--- config.mk ---
export PLATFORM = sky130hd
export DESIGN_NAME = buttons_res
export DESIGN_NICKNAME = d
export VERILOG_FILES = /design/src/rtl/buttons_res.sv
export SDC_FILE = /design/constraint.sdc
export NUM_CORES = 1
export LEC_CHECK = 0
export CORE_MARGIN = 4
export CORE_UTILIZATION = 30
export CTS_CLUSTER_SIZE = 30
export DETAILED_ROUTE_END_ITERATION = 16
export HOLD_SLACK_MARGIN = 0.02
export PLACE_DENSITY = 0.88
export SLEW_MARGIN = 20
export SYNTH_ARGS = -nofsm -noshare
export SYNTH_HDL_FRONTEND = slang
export SYNTH_SLANG_ARGS = --single-unit
--- constraint.sdc ---
create_clock -name clk -period 0.8 [get_ports clk]
set_input_delay 0.12 -clock clk [delete_from_list [all_inputs] [get_ports clk]]
set_output_delay 0.12 -clock clk [all_outputs]
set_load 0.03 [all_outputs]
--- src/rtl/buttons_res.sv ---
// Elevator call-button register bank: sticky request flags for cabin, hall-up and hall-down buttons.
// Latency: one clk from a press or an inactivate pulse to the registered output.
// No backpressure: every input is sampled on each rising edge, and clear wins over press.
module buttons_res #(
    parameter int BUTTONS_WIDTH = 8
) (
    input  logic                     clk,
    input  logic                     reset,
    input  logic [BUTTONS_WIDTH-1:0] btn_in,
    input  logic [BUTTONS_WIDTH-2:0] btn_up_out,
    input  logic [BUTTONS_WIDTH-1:1] btn_down_out,
    input  logic [BUTTONS_WIDTH-1:0] inactivate_in_levels,
    input  logic [BUTTONS_WIDTH-2:0] inactivate_out_up_levels,
    input  logic [BUTTONS_WIDTH-1:1] inactivate_out_down_levels,
    output logic [BUTTONS_WIDTH-1:0] active_in_levels,
    output logic [BUTTONS_WIDTH-2:0] active_out_up_levels,
    output logic [BUTTONS_WIDTH-1:1] active_out_down_levels
);

    localparam int N = BUTTONS_WIDTH;

    // Next-state values. A press ORs into the held flag. The served-floor
    // clear then masks the result, so a press that arrives in the same cycle
    // as its clear is absorbed.
    logic [N-1:0] next_in;
    logic [N-2:0] next_up;
    logic [N-1:1] next_down;

    assign next_in   = (active_in_levels       | btn_in)       & ~inactivate_in_levels;
    assign next_up   = (active_out_up_levels   | btn_up_out)   & ~inactivate_out_up_levels;
    assign next_down = (active_out_down_levels | btn_down_out) & ~inactivate_out_down_levels;

    // Cabin floor-select flags. Reset overrides any press or clear.
    always_ff @(posedge clk) begin
        if (reset) begin
            active_in_levels <= '0;
        end else begin
            active_in_levels <= next_in;
        end
    end

    // Hall-up flags. The top floor has no up button, so it has no flop.
    always_ff @(posedge clk) begin
        if (reset) begin
            active_out_up_levels <= '0;
        end else begin
            active_out_up_levels <= next_up;
        end
    end

    // Hall-down flags. Floor 0 has no down button, so it has no flop.
    always_ff @(posedge clk) begin
        if (reset) begin
            active_out_down_levels <= '0;
        end else begin
            active_out_down_levels <= next_down;
        end
    end

endmodule

# [After elaboration in Yosys (flattened, before gate mapping)]
# Cells that the tools add are included.
[classes] bitwise=9
[op_table] operator="7-bit AND" count=2
[op_table] operator="7-bit inverter" count=2
[op_table] operator="7-bit OR" count=2
[op_table] operator="8-bit AND" count=1
[op_table] operator="8-bit inverter" count=1
[op_table] operator="8-bit OR" count=1
[word_totals] ff_bits=22 inputBits=46 out_inout_bits=22 word_cells=12

# [Logic depth before layout (Yosys ltp)]
# Gate-level depths: netlist of run 1.
[logic_depth] depth_word=2 depth_mapped=2 depth_no_buf=2

# [Worst setup path before layout of run 1]
# Ideal clock, no wire load.
[synth_path] kind="register -> register" from="reg active_in_levels[6]" to="reg active_in_levels[6]" setup_ns=0.073 arrival_ns=0.691 required_time_ns=0.727 setup_slack_ns=0.036 path_stages_with_launch=3 cell_sequence="dfxtp_1 -> nor2_1 -> nor3_4"
[synth_via] elab_chain_len=2
[synth_lines] element="start: declaration" line="15" rtl="output logic [BUTTONS_WIDTH-1:0] active_in_levels,"
[synth_lines] element="start signal: assignment" line="38" rtl="active_in_levels <= next_in;"
[synth_lines] element="8-bit OR" line="29" rtl="assign next_in = (active_in_levels | btn_in) & ~inactivate_in_levels;"
[synth_lines] element="8-bit AND" line="29"
# Every way passes these cells.
# A chain may end at the register's enable or synchronous reset.

# [Final worst setup path of run 1]
[layout_path] from="reg active_out_up_levels[3]" to="out active_out_up_levels[3]"
[layout_rtl] element="start: declaration" line="16" rtl="output logic [BUTTONS_WIDTH-2:0] active_out_up_levels,"
[layout_rtl] element="start signal: assignment" line="47" rtl="active_out_up_levels <= next_up;"
# No word-level cell between the ends.

==> results of run 1 <==
==> per-layer routing <==
layer | global-route usage [%] | part of all wire, %
met1 | 13.1 | 33
met2 | 27.6 | 60
met3 | 1.75 | 5.2
met4 | 6.15 | 2.2
met5 | 0 | 0
==> registers in the layout (all words and copies together), names as in the netlist <==
register and count:
active_out_up_levels 7, active_in_levels 8, active_out_down_levels 7
==> metrics by stage <==
stage	cell area, um2	total power, mW	util, %
after global routing	1570	2.51	63.9
final	1570	2.38	63.9
after CTS	1570	2.42	63.9
after global placement	1410	1.74	57.6
after floorplan	768	1.42	-
after detailed placement	1410	1.76	57.6
==> report_power, final <==
group          switching (mW)  internal [mW]  total (mW)
Clock                   0.324          0.277       0.601
Combinational           0.242          0.345       0.587
Sequential             0.0365           1.16        1.20
==> path summary, 6_finish.rpt <==
kind / from / endpoint / cells past startpoint
worst min register to register: active_out_down_levels[6] / active_out_down_levels[6] / 2
worst min-delay path: inactivate_out_down_levels[6] / active_out_down_levels[6] / 2
worst max-delay path: active_out_up_levels[3] / active_out_up_levels[3] / 1
worst max register to register: active_in_levels[5] / active_in_levels[5] / 3
==> final cells by class <==
type	instances	share of cell area (%)
multi-input combinational	44	19.5
clock buffer	4	2.31
timing repair buffer	70	46.0
sequential	22	29.8
tap	30	2.39
==> kinds of logic after synthesis <==
logic type	synth area share, %
buf+inv	2.93
simple gates	39.7
flops	57.3
==> what timing repair did <==
| action | 4_1_cts | 5_1_grt |
|---|---|---|
| hold endpoints to repair | 0 | 0 |
| pin swaps | 0 | 0 |
| setup endpoints to repair | 22 | 22 |
| resized for setup | 44 | 0 |
| setup buffers | 1 | 0 |
==> cell usage in the layout (no fill, tap or decap) <==
master	netlist	routed
buf_4	0	3
buf_6	2	22
clkbuf_4	0	3
clkbuf_8	0	1
clkdlybuf4s50_1	0	45
dfxtp_2	0	22
nor2_1	22	22
nor3_1	2	2
nor3_2	18	18
nor3_4	2	2
==> impl_results.md, run 1 <==
- Seq cells post-synth: 22
- Cell Pwr Density: 1520 nW/um2
- Placement Setup Slack: -0.265 ns
- Period utilization: 113%
- Clock sink total: 22
- Max FO, Critical Path: 2
- CTS Hold Buffers Added: 0
- Starting DRT DRC Count: 7
- First-pass GRT wire length: 3520 um
- Cells after synthesis: 68
- Leakage dissipation: 0.619 nW
- Via-per-instance ratio: 4.37
- Vias in the first global route: 827
- Clk_lat worst skew: 0.30 ns
- Crit path kind: flop to primary output
- Top delay family on crit path: flip-flops
- CP startpoint kind: flop
- Post-synth top cells: dfxtp_1 (22), nor2_1 (22), nor3_2 (18)
- Period minus WS final: 0.908 ns
- Worst Hold Margin: 0.352 ns
- Cts bufs inserted: 3
- Worst Skew: 0 ns
- Port Buffers: 67
- RSZ-0062 raised after global routing: true
- P&R area growth vs syn: 104%
- Post-synth top area cell: dfxtp_1
- WL per Instance: 13.5 um
- Multi-input gate area: 305 um2
- Max transition margin: 85.7%
- Fin Setup TNS: -2.16 ns
- Clk pin slew, worst setup/hold paths: 0.12 ns
- Post-synthesis sequential area ratio: 57.3%
- Critical-path cell list: buf_6
- Mean post-synth cell area: 11.3 um2
- Core area: 2450 um2
- RePlAce Congestion: 0.657
- Failing checks: setup timing
- Antenna viol nets, final: 0
- Synth top area cells: dfxtp_1 (57%), nor3_2 (23%), nor2_1 (11%)
- Sequential Area: 468 um2
- CTS tree: done
- Die area: 3430 um2
- All-Layer GR Usage: 13.5%
- Maxcap violations: 0
- CP endpoint kind: primary output
- Outcome: complete, but fails checks
- WP buf/inv: 1
- Worst endpoint required time: 0.68 ns
- Clk root buf: clkbuf_4
- Crit-path slowest cell: dfxtp_2
- Routed WL: 2290 um
- Slowest stage delay, CP: 0.36 ns
- Non-filler cells, final: 170
- Worst-margin pin slew: 0.215 ns
- Via count: 743
- Dpl cells: 165
- Final-report max-slew violation count: 0
- Commonest register cell after synthesis: dfxtp_1
- Clock tree buffer depth: 2
- Worst reg-to-reg setup slack: 0.04 ns
- Hold Vio Cnt, Final: 0
- Mapped Nets: 114
- Inserted Diodes: 0
- Row cnt: 18
- Peak VDD IR: 1030 uV
- IO Count: 68
- FFs w/ async S/R, synth: 0%
- Die width: 58.6 um
- Netlist Area Pre-Place: 768 um2
- Achievable frequency: 1100 MHz
- EDFF count, synth: 0
- Grt ovf: 0
- FILL cells: 225
- H-tree levels: 1
- Initial Util: 31.3%
- First-pass iteration count of the detailed router: 2
- Setup-failing EPs final: 22
- Hold WC Path Type: input port to flop
- Nets: 187
- Synth top area share: 57.3%
- Yosys warnings: 0
- Largest net degree at the start of global routing: 14
- Unique cell type count in the Yosys netlist: 6
- Initial antenna violation count: 0
- Critical path arrival: 0.79 ns
- PnR worst setup slack: -0.108 ns
- Layout cells sized above 1: 50.7%
- HPWL Detailed: 1860 um
- Die Ht: 58.6 um
- Post-route DRC violation count: 0
Power figures use the tool's default switching activity.
==> run 2, diff against run 1 <==
- PLACE_DENSITY: 0.88 -> 0.78
==> run 2 against run 1 <==
Compared with the run above: the run still ends with setup timing left; critical endpoint is now active_in_levels[5]; final cell count is 0.59% lower; utilization is 0.20 points higher; total power is 0.29% lower; clock skew stayed put; critical path depth stayed put; clock-buffer cell count stayed put.
==> impl_results.md, run 2 (synthesis results as in run 1) <==
- Outcome: complete, but fails checks (unchanged)
- Failing checks: setup timing (unchanged)
- Vias in the first global route: 788 (was 827)
- First-pass iteration count of the detailed router: 2 (unchanged)
- WP buf/inv: 1 (unchanged)
- PnR worst setup slack: -0.113 ns (was -0.108 ns)
- Inserted Diodes: 0 (unchanged)
- Via count: 727 (was 743)
- Grt ovf: 0 (unchanged)
- Sw Pwr: 0.592 mW (was 0.602 mW)
- Die Ht: 58.6 um (unchanged)
- Hold Vio Cnt, Final: 0 (unchanged)
- RSZ-0062 raised after global routing: true (unchanged)
- Most frequent cells in the layout: clkdlybuf4s50_1 (45), nor2_1 (22), dfxtp_2 (22), buf_6 (22), nor3_2 (18) (unchanged)
- Row cnt: 18 (unchanged)
- Core area: 2450 um2 (unchanged)
- Nets: 186 (was 187)
- Peak VDD IR: 935 uV (was 1030 uV)
- Critical path arrival: 0.79 ns (about the same)
- WL per Instance: 12.6 um (was 13.5 um)
- Largest register FFs: 8 (unchanged)
- Switching share of power: 24.9% (was 25.3%)
- Sequential power share: 50.3% (was 50.2%)
- Routed WL: 2130 um (was 2290 um)
- Sequential Area: 468 um2 (unchanged)
- Top delay family on crit path: flip-flops (unchanged)
- Die width: 58.6 um (unchanged)
- RePlAce Congestion: 0.660 (was 0.657)
- Via-per-instance ratio: 4.30 (was 4.37)
- Max FO, Critical Path: 2 (unchanged)
- Maxcap violations: 0 (unchanged)
- Clk root buf: clkbuf_4 (unchanged)
- Achievable frequency: 1090 MHz (was 1100 MHz)
- Clk pwr share: 25.0% (was 25.2%)
- Post-route DRC violation count: 0 (unchanged)
- Commonest non-fill, non-tap cell in the layout: clkdlybuf4s50_1 (unchanged)
- Biggest regs: active_in_levels: 8 flops, active_out_down_levels: 7 flops, active_out_up_levels: 7 flops (unchanged)
- Crit path kind: flop to primary output (unchanged)
- Clock sink total: 22 (unchanged)
- Slowest stage delay, CP: 0.36 ns (about the same)
- Critical-path cell list: buf_6 (unchanged)
- Port Buffers: 67 (unchanged)
- Worst Hold Margin: 0.333 ns (was 0.352 ns)
- Clk_lat worst skew: 0.30 ns (about the same)
- FILL cells: 216 (was 225)
- Crit-path slowest cell: dfxtp_2 (unchanged)
- All-Layer GR Usage: 12.5% (was 13.5%)
- IO Count: 68 (unchanged)
- Period minus WS final: 0.913 ns (was 0.908 ns)
- Worst-margin pin slew: 0.189 ns (was 0.215 ns)
- Final-report max-slew violation count: 0 (unchanged)
- Hold WC Path Type: input port to flop (unchanged)
- CP startpoint kind: flop (unchanged)
- HPWL Detailed: 1640 um (was 1860 um)
- Most flops, register: active_in_levels (unchanged)
- P&R area growth vs syn: 105% (was 104%)
- Die area: 3430 um2 (unchanged)
- Cts bufs inserted: 3 (unchanged)
- Max transition margin: 87.4% (was 85.7%)
- Cell Pwr Density: 1510 nW/um2 (was 1520 nW/um2)
- Comb power frac: 24.7% (was 24.6%)
- Clock tree buffer depth: 2 (unchanged)
- CTS tree: done (unchanged)
- Largest net degree at the start of global routing: 23 (was 14)
- Antenna viol nets, final: 0 (unchanged)
- Pint: 1.78 mW (about the same)
- Period utilization: 114% (was 113%)
- Setup-failing EPs final: 22 (unchanged)
- Placement Setup Slack: -0.245 ns (was -0.265 ns)
- Initial antenna violation count: 0 (unchanged)
- H-tree levels: 1 (unchanged)
- Worst Skew: 0 ns (unchanged)
- Clk pin slew, worst setup/hold paths: 0.12 ns (about the same)
- Multi-input gate area: 305 um2 (unchanged)
- First-pass GRT wire length: 3280 um (was 3520 um)
- Worst endpoint required time: 0.68 ns (about the same)
- Initial Util: 31.3% (unchanged)
- Leakage dissipation: 0.619 nW (about the same)
- Layout cells sized above 1: 50.4% (was 50.7%)
- Starting DRT DRC Count: 8 (was 7)
- CP endpoint kind: primary output (unchanged)
## run 2: cell types whose count changed in the layout (fill, tap and decap cells not counted)
cell and change:
buf_12 +1, buf_4 -2
## run 2: power groups by stage
stage	Combinational [mW]	Clock, mW	Sequential (mW)
3_5_place_dp	0.555	0	1.20
6_report	0.588	0.594	1.19
2_1_floorplan	0.117	0	1.30
5_1_grt	0.622	0.673	1.20
3_3_place_gp	0.550	0	1.20
4_1_cts	0.593	0.625	1.19
## run 2: layer usage
layer	vias to the layer above	GRT usage [%]	routed length [um]	share of wire (%)
met4	0	7.44	52	2.4
li1	368	-	-	-
met3	4	2.41	185	8.7
met1	324	12.6	708	33
met5	-	0	0	0
met2	31	23.6	1180	56
## run 2: worst paths after layout
check / from / endpoint / slack (ns) / cells past startpoint
min reg2reg: active_out_down_levels[7] / active_out_down_levels[7] / 0.49 / 2
max reg2reg: active_out_down_levels[6] / active_out_down_levels[6] / 0.10 / 3
max: active_in_levels[5] / active_in_levels[5] / -0.11 / 1
min: inactivate_out_down_levels[6] / active_out_down_levels[6] / 0.33 / 2
## run 2: area by class of cell
type / count / area share [%]
Timing Repair Buffer: 69 / 46.1
Sequential cell: 22 / 29.8
Multi-Input combinational cell: 44 / 19.4
Tap cell: 30 / 2.39
Clock buffer: 4 / 2.31
## run 2: per-stage QoR
stage / instance area, um2 / utilization, % / power [mW] / setup TNS (ns) / instances
floorplan: 768 / - / 1.42 / 0 / 68
global placement: 1420 / 57.8 / 1.75 / -4.64 / 164
detailed placement: 1420 / 57.8 / 1.76 / -4.92 / 164
CTS: 1570 / 64.1 / 2.41 / -2.41 / 169
global route: 1570 / 64.1 / 2.50 / -3.21 / 169
finish: 1570 / 64.1 / 2.38 / -2.07 / 169
## run 2: timing repair
| item | 4_1_cts | 5_1_grt |
|---|---|---|
| buffers inserted | 1 | 0 |
| hold buffers | 0 | 0 |
| setup endpoints to repair | 22 | 22 |
| resized for setup | 44 | 0 |
